### config.mk
export PLATFORM = sky130hd
export DESIGN_NAME = rtc_bus_cycle
export DESIGN_NICKNAME = d
export VERILOG_FILES = /design/src/rtl/rtc_bus_cycle.sv
export SDC_FILE = /design/constraint.sdc
export NUM_CORES = 1
export LEC_CHECK = 0
export CORE_MARGIN = 4
export CORE_UTILIZATION = 40
export CTS_CLUSTER_DIAMETER = 80
export DETAILED_ROUTE_END_ITERATION = 7
export PLACE_DENSITY_LB_ADDON = 0.1
export SYNTH_ARGS = -nofsm -noshare
export SYNTH_HDL_FRONTEND = slang
export SYNTH_SLANG_ARGS = --single-unit
### constraint.sdc
create_clock -name clk -period 2.4 [get_ports clk]
set_input_delay 0.36 -clock clk [delete_from_list [all_inputs] [get_ports clk]]
set_output_delay 0.36 -clock clk [all_outputs]
set_load 0.01 [all_outputs]
### src/rtl/rtc_bus_cycle.sv
// rtl/rtc_bus_cycle.sv - multiplexed-bus transaction generator for the RTC chip
//
// Purpose:
//   Runs one complete RTC bus transaction for each accepted request. The
//   address phase always strobes WR to latch the address. The data phase
//   then either strobes WR with the write byte, or strobes RD and captures
//   the byte the chip drives. Every non-idle state lasts exactly T_PHASE
//   cycles. After the GAP state there is a single done cycle spent in IDLE.
//
// Parameters:
//   T_PHASE   cycles per non-idle state, legal range 2..255
//
// Ports:
//   clk       system clock, rising edge
//   reset     asynchronous active-high reset
//   start_wr  write request, sampled in IDLE only (wins over start_rd)
//   start_rd  read request, sampled in IDLE only
//   addr      register address byte, latched at accept
//   wr_data   write data byte, latched at accept
//   ad_in     AD bus pad input
//   ad_out    AD bus output value
//   ad_oe     1 = drive AD bus, 0 = tri-state
//   cs_n      chip select, active-low
//   ad_n      0 = address phase, 1 = data phase
//   wr_n      write strobe, active-low
//   rd_n      read strobe, active-low
//   rd_data   byte captured by the last completed read
//   busy      high from accept until the done cycle (exclusive)
//   done      one-cycle pulse at transaction end

module rtc_bus_cycle #(
  parameter int T_PHASE = 10
) (
  input  logic       clk,
  input  logic       reset,
  input  logic       start_wr,
  input  logic       start_rd,
  input  logic [7:0] addr,
  input  logic [7:0] wr_data,
  input  logic [7:0] ad_in,
  output logic [7:0] ad_out,
  output logic       ad_oe,
  output logic       cs_n,
  output logic       ad_n,
  output logic       wr_n,
  output logic       rd_n,
  output logic [7:0] rd_data,
  output logic       busy,
  output logic       done
);

  localparam logic [2:0] S_IDLE  = 3'd0;
  localparam logic [2:0] S_A_SET = 3'd1;
  localparam logic [2:0] S_A_STB = 3'd2;
  localparam logic [2:0] S_A_HLD = 3'd3;
  localparam logic [2:0] S_D_SET = 3'd4;
  localparam logic [2:0] S_D_STB = 3'd5;
  localparam logic [2:0] S_D_HLD = 3'd6;
  localparam logic [2:0] S_GAP   = 3'd7;

  localparam logic [7:0] C_LOAD = 8'(T_PHASE - 1);

  logic [2:0] r_state;
  logic [7:0] r_cnt;
  logic [7:0] r_addr;
  logic [7:0] r_wdata;
  logic       r_is_wr;

  logic [7:0] r_ad_out;
  logic       r_ad_oe;
  logic       r_cs_n;
  logic       r_ad_n;
  logic       r_wr_n;
  logic       r_rd_n;
  logic [7:0] r_rd_data;
  logic       r_busy;
  logic       r_done;

  logic [2:0] w_next;
  logic       w_accept;
  logic       w_phase_end;
  logic       w_op_wr;
  logic [7:0] w_addr_sel;
  logic [7:0] w_wdata_sel;

  assign w_accept    = (r_state == S_IDLE) && (start_wr || start_rd);
  assign w_phase_end = (r_state != S_IDLE) && (r_cnt == 8'd0);

  // The outputs are registered from the next state. On the accept edge the
  // latched registers are not loaded yet, so the request inputs are used
  // directly for that one edge.
  assign w_op_wr     = w_accept ? start_wr : r_is_wr;
  assign w_addr_sel  = w_accept ? addr     : r_addr;
  assign w_wdata_sel = w_accept ? wr_data  : r_wdata;

  always_comb begin
    w_next = r_state;
    case (r_state)
      S_IDLE:  if (w_accept)    w_next = S_A_SET;
      S_A_SET: if (w_phase_end) w_next = S_A_STB;
      S_A_STB: if (w_phase_end) w_next = S_A_HLD;
      S_A_HLD: if (w_phase_end) w_next = S_D_SET;
      S_D_SET: if (w_phase_end) w_next = S_D_STB;
      S_D_STB: if (w_phase_end) w_next = S_D_HLD;
      S_D_HLD: if (w_phase_end) w_next = S_GAP;
      S_GAP:   if (w_phase_end) w_next = S_IDLE;
      default: w_next = S_IDLE;
    endcase
  end

  // State, phase counter and request latch
  always_ff @(posedge clk or posedge reset) begin
    if (reset) begin
      r_state <= S_IDLE;
      r_cnt   <= 8'd0;
      r_addr  <= 8'h00;
      r_wdata <= 8'h00;
      r_is_wr <= 1'b0;
    end else begin
      r_state <= w_next;
      // Every transition enters a new state, so reload on any state change.
      if (w_next != r_state) begin
        r_cnt <= C_LOAD;
      end else if (r_cnt != 8'd0) begin
        r_cnt <= r_cnt - 8'd1;
      end
      if (w_accept) begin
        r_addr  <= addr;
        r_wdata <= wr_data;
        r_is_wr <= start_wr;
      end
    end
  end

  // Registered pin outputs decoded from the state being entered
  always_ff @(posedge clk or posedge reset) begin
    if (reset) begin
      r_cs_n   <= 1'b1;
      r_ad_n   <= 1'b1;
      r_wr_n   <= 1'b1;
      r_rd_n   <= 1'b1;
      r_ad_oe  <= 1'b0;
      r_ad_out <= 8'h00;
      r_busy   <= 1'b0;
      r_done   <= 1'b0;
    end else begin
      r_done <= (r_state == S_GAP) && (w_next == S_IDLE);
      r_busy <= (w_next != S_IDLE);
      case (w_next)
        S_A_SET, S_A_HLD: begin
          r_cs_n   <= 1'b0;
          r_ad_n   <= 1'b0;
          r_wr_n   <= 1'b1;
          r_rd_n   <= 1'b1;
          r_ad_oe  <= 1'b1;
          r_ad_out <= w_addr_sel;
        end
        S_A_STB: begin
          r_cs_n   <= 1'b0;
          r_ad_n   <= 1'b0;
          r_wr_n   <= 1'b0;
          r_rd_n   <= 1'b1;
          r_ad_oe  <= 1'b1;
          r_ad_out <= w_addr_sel;
        end
        S_D_SET, S_D_HLD, S_D_STB: begin
          r_cs_n  <= 1'b0;
          r_ad_n  <= 1'b1;
          r_ad_oe <= w_op_wr;
          // On a read, ad_out keeps the address; it is not driven anyway.
          if (w_op_wr) begin
            r_ad_out <= w_wdata_sel;
          end
          r_wr_n <= !((w_next == S_D_STB) && w_op_wr);
          r_rd_n <= !((w_next == S_D_STB) && !w_op_wr);
        end
        default: begin
          // IDLE and GAP: bus released, ad_out holds its last value
          r_cs_n  <= 1'b1;
          r_ad_n  <= 1'b1;
          r_wr_n  <= 1'b1;
          r_rd_n  <= 1'b1;
          r_ad_oe <= 1'b0;
        end
      endcase
    end
  end

  // Capture on the edge that ends the last D_STB cycle of a read, while
  // rd_n is still low at the pins.
  always_ff @(posedge clk or posedge reset) begin
    if (reset) begin
      r_rd_data <= 8'h00;
    end else if ((r_state == S_D_STB) && w_phase_end && !r_is_wr) begin
      r_rd_data <= ad_in;
    end
  end

  assign ad_out  = r_ad_out;
  assign ad_oe   = r_ad_oe;
  assign cs_n    = r_cs_n;
  assign ad_n    = r_ad_n;
  assign wr_n    = r_wr_n;
  assign rd_n    = r_rd_n;
  assign rd_data = r_rd_data;
  assign busy    = r_busy;
  assign done    = r_done;

endmodule

# == Word-level counts from Yosys, hierarchy flattened ==
# Index checks and enable logic that the tools add are counted.
# W data, S select, Z words.
# totals
register_bits,51
inputBits,28
output_inout_bits,23
# op_classes
addsub,1
n_eq_ne,15
mux,21
n_reduce_logical,24
# op_table
cell,n
$mux W8,5
$mux W3,8
$pmux W3 S8,1
$eq A3 B3 Y1 const B,7
$pmux W8 S2,1
$eq A3 B2 Y1 const B,4
$logic_not A8 Y1,1
$reduce_bool A8 Y1,1
$sub A8 B1 Y8 const B,1
$logic_and A1 B1 Y1,7
$eq A3 B1 Y1 const B,2
$logic_not A3 Y1,2
$reduce_bool A3 Y1,2
$reduce_or A3 Y1,2
$reduce_or A6 Y1,1
$logic_not A1 Y1,4
$mux W1,4
$pmux W1 S2,2
$reduce_bool A2 Y1,2
$ne A3 B3 Y1,1
$ne A2 B2 Y1 const B,1
$reduce_and A2 Y1,1
$logic_or A1 B1 Y1,1

# == Longest topological paths before layout ==
# logic_depth
word_depth,8
ltp_mapped,9
depth_no_buf,7

# == Least setup slack after synthesis ==
# OpenSTA, ideal clock, no wires.
# synth_path
kind,register to register
start,register r_cnt[0]
end,register r_ad_out[0] (netlist: ad_out[0])
t_arrival_ps,2191
required_time_ps,2271
slack_ps,80
stages_incl_launch_ff,9
path_buffers,1
period_less_slack_ps,2320
path_cell_list,dfrtp_1 > inv_1 > ha_1 > or3b_2 > or2_0 > clkbuf_2 > o31ai_4 > mux2i_1 > mux2i_1
# synth_between
elab_chain_cells,8
word_cells_on_any_way,22
# synth_rtl
element,line,rtl
"start, declared",64,logic [7:0] r_cnt;
"start signal, assigned",125,r_cnt <= r_cnt - 8'd1;
$logic_not A8 Y1 (*),87,assign w_phase_end = (r_state != S_IDLE) && (r_cnt == 8'd0);
$logic_and A1 B1 Y1 (*),87,
$mux W3 (tied with other cells),106,S_GAP: if (w_phase_end) w_next = S_IDLE;
$pmux W3 S8 (*),98,case (r_state)
$eq A3 B3 Y1 (tied with other cells),149,case (w_next)
$reduce_or A3 Y1 (on tied branches),n/a,
$ne A2 B2 Y1 (no line) or $reduce_bool A2 Y1 (tied branches),n/a,
$reduce_and A2 Y1 (no line),n/a,
"end signal, assigned",156,r_ad_out <= w_addr_sel;
"end signal, assigned",164,r_ad_out <= w_addr_sel;
"end signal, assigned",172,r_ad_out <= w_wdata_sel;
"end, declared",69,logic [7:0] r_ad_out;
# Mark *: on every way between the ends. The rest lies on a longest branch, timed or not.
# A chain may end at the register's enable or synchronous reset.

# == Final worst setup path ==
# layout_path
start,register r_cnt[1]
end,register r_ad_out[7] (netlist: ad_out[7])
# Same word-level chain as after synthesis.

==> flow_summary.json <==
{
  "grt-ovfl-total": 0,
  "cts_max_level": 2,
  "ant_nets": 0,
  "antenna_found_initial": 0,
  "routedWlPerCell_um": 14.36,
  "cp_slowest_cell": "or3b_2",
  "rsz0062_at_grt": "false",
  "syn_avg_cell_area_sq_um": 12.63,
  "required_ps": 2580,
  "start_util_pct": 42.43,
  "cp_max_fo": 8,
  "path_class": "reg2reg",
  "run_status": "finished clean",
  "cts_tree": "done",
  "cts_sinks": 51,
  "post_cts_buffers": 0,
  "drt_iter0_drc": 50,
  "yosys.cell_types.count": 38,
  "hp-class": "reg2reg",
  "clock_skew_ps": 9.110,
  "fp.dieH_um": 82.54,
  "num_io_pins": 51,
  "routed_wl_um": 4452,
  "worst_setup_path_end_kind": "flop",
  "nNetsFinal": 269,
  "postPlaceCellArea_sq_mm": 0.002892,
  "viasPerCell": 4.868,
  "area_delta_synth_final_pct": 36.49,
  "portBuffers": 50,
  "leakage_nw": 1.366,
  "max_stage_delay_ps": 460,
  "finish.instance_area_sq_mm": 0.003033,
  "clockBufferDepth": 2,
  "power_per_cell_area_mw_per_mm2": 545.4,
  "globalplace.congestion": 0.7898,
  "max-slew-margin-rel_pct": 58.43,
  "grt_max_degree": 52,
  "finalPower_mw": 1.654,
  "diodes": 0,
  "timing.critical_path.arrival_ps": 2450,
  "ys_seq_elements": 51,
  "crit_path_start_kind": "flop",
  "dp.final_hpwl_um": 3234,
  "vias": 1509,
  "clock-root-buffer": "clkbuf_8",
  "drcViolationCount": 0,
  "worstMarginPinSlew_ps": 623.6,
  "clk_pin_slew_ps": 100,
  "final-hold-violation-count": 0,
  "fmax_mhz": 441.4,
  "yosysWarningCount": 0,
  "ys_top_cells_by_area": "dfrtp_1 (53%), mux2_2 (12%), mux2i_1 (7.2%), dfstp_2 (4.7%), nor2_1 (2.0%)",
  "drv_slew": 0,
  "critPathBufInv": 2,
  "synth_top_cell_by_area": "dfrtp_1",
  "path_cells": "inv_1 > ha_1 > or3b_2 > or2_4 > o31ai_4 > buf_12 > mux2i_1 > mux2i_1",
  "drtPass1Iterations": 4,
  "grt_pass1_wl_um": 7817,
  "coreArea_sq_mm": 0.005238,
  "min_period_ps": 2265,
  "crit_top_cell": "mux2i_1",
  "post-synth-top-area-fraction_pct": 52.93,
  "syn_area_sq_mm": 0.002222,
  "cap_viol_max_count": 0,
  "final_core_util_pct": 57.91,
  "post_route_cells_drive_above_1_share_pct": 23.75,
  "post_cts_resized": 0,
  "setup_viol": 0,
  "fin_crit_sh_pct": 94.39,
  "cp_top_family": "simple AND/OR/NAND/NOR gates",
  "numCtsBuffers": 5,
  "cts-hold-fix-buffers": 0,
  "num_rows": 26,
  "syn_inst": 176,
  "peakVddDrop_v": 0.0002776,
  "dieArea_sq_mm": 0.006812,
  "syn_nets": 206,
  "ys_seq_area_share_pct": 57.66,
  "clock_latency_ps": 300,
  "dieWidth_um": 82.54,
  "tns_ps": 0,
  "grt_usage_pct": 15.15,
  "first_global_vias": 1688,
  "fillers": 426
}
## kinds of logic (layout without fill, tap and decap cells)
family | count (synthesis) | in the layout | share of synthesized area [%]
xor gates and xnor gates | 9 | 9 | 3.547
buffers and inverters | 19 | 83 | 3.491
adders and majority gates | 2 | 2 | 1.126
and+or+nand+nor | 37 | 37 | 8.954
DFF | 51 | 51 | 57.66
AOI/OAI and AO/OA | 18 | 18 | 5.856
muxes | 40 | 40 | 19.37
## cells in the mapped netlist, drive strengths merged
library cell	number
o211ai	1
nand3	2
nand2	8
or4bb	1
mux2i	16
o21ai	7
o22ai	1
a22o	2
xnor2	4
or4b	1
or4	1
o2111ai	1
o31ai	3
nand4b	1
and4	1
nand4	1
or3	1
dfstp	4
nor2	12
nor3	2
nor2b	1
or2	1
nand3b	1
ha	2
or3b	1
a21oi	1
clkbuf	4
mux2	24
buf	4
o21a	1
xor2	5
a31oi	1
inv	11
nand2b	1
dfrtp	47
nor4	1
## layout by cell type, fill, tap and decap left out, types with 6 or more instances in the layout
master and count:
buf_4 13, clkdlybuf4s50_1 50, dfrtp_1 47, inv_1 10
mux2_2 24, mux2i_1 16, nand2_1 8, nor2_1 11
o21ai_0 6
## per-layer routing
layer,up-vias,global-route usage [%],wire (um)
li1,728,-,-
met1,743,17.07,1820
met2,31,26.84,2351
met3,7,4.772,223
met4,0,5.392,57
met5,-,0,0
## worst reg2reg max path, delay by kind of cell (launching register included)
kind	cells	cell delay, ps
AOI/OAI and AO/OA	1	260
adders and majority gates	1	160
buffers and inverters	2	280
DFF	1	410
muxes	2	300
and+or+nand+nor	2	730
## flip-flops by register name (all words and copies together) (netlist names)
register	cells
done	1
r_is_wr	1
cs_n	1
ad_n	1
rd_data	8
ad_oe	1
rd_n	1
r_wdata	8
r_state	3
wr_n	1
r_cnt	8
ad_out	8
r_addr	8
busy	1
## power by group
group          switching [mW]  leakage (nW)  internal, mW
registers             0.00314         0.660         0.866
clock network           0.283        0.0644         0.416
logic                  0.0306         0.641        0.0560
total                   0.317          1.37          1.34
## final timing paths
kind	from	to	slack, ps	cells after the start
min reg2reg	r_addr[7]$_DFF_PP0_	r_addr[7]$_DFF_PP0_	500	1
min in group asynchronous	reset	r_wdata[3]$_DFF_PP0_	530	3
max reg2reg	r_cnt[1]$_DFFE_PP0P_	ad_out[7]$_DFFE_PP0P_	130	8
min	r_addr[7]$_DFF_PP0_	r_addr[7]$_DFF_PP0_	500	1
max in group asynchronous	reset	r_cnt[2]$_DFFE_PP0P_	1450	3
max	r_cnt[1]$_DFFE_PP0P_	ad_out[7]$_DFFE_PP0P_	130	8
## per-stage QoR
step,hold WS (ps),cells,setup WS (ps)
finish,504.1,310,134.6
CTS,507.0,310,68.31
global placement,482.4,302,-10.36
detailed placement,484.5,302,-41.61
global route,524.3,310,10.76
floorplan,471.6,176,80.24
## final cells by class
class                      instances  area, sq um  share of cell area, %
timing repair buffer              64        618.1                  20.38
sequential                        51         1281                  42.24
clock inverter                     3        67.56                  2.228
tap                               70        87.58                  2.888
inverter                          11        41.29                  1.361
clock buffer                       5        68.82                  2.269
multi-input combinational        106        868.3                  28.63
Note: power is estimated with default switching activity, not from simulation.
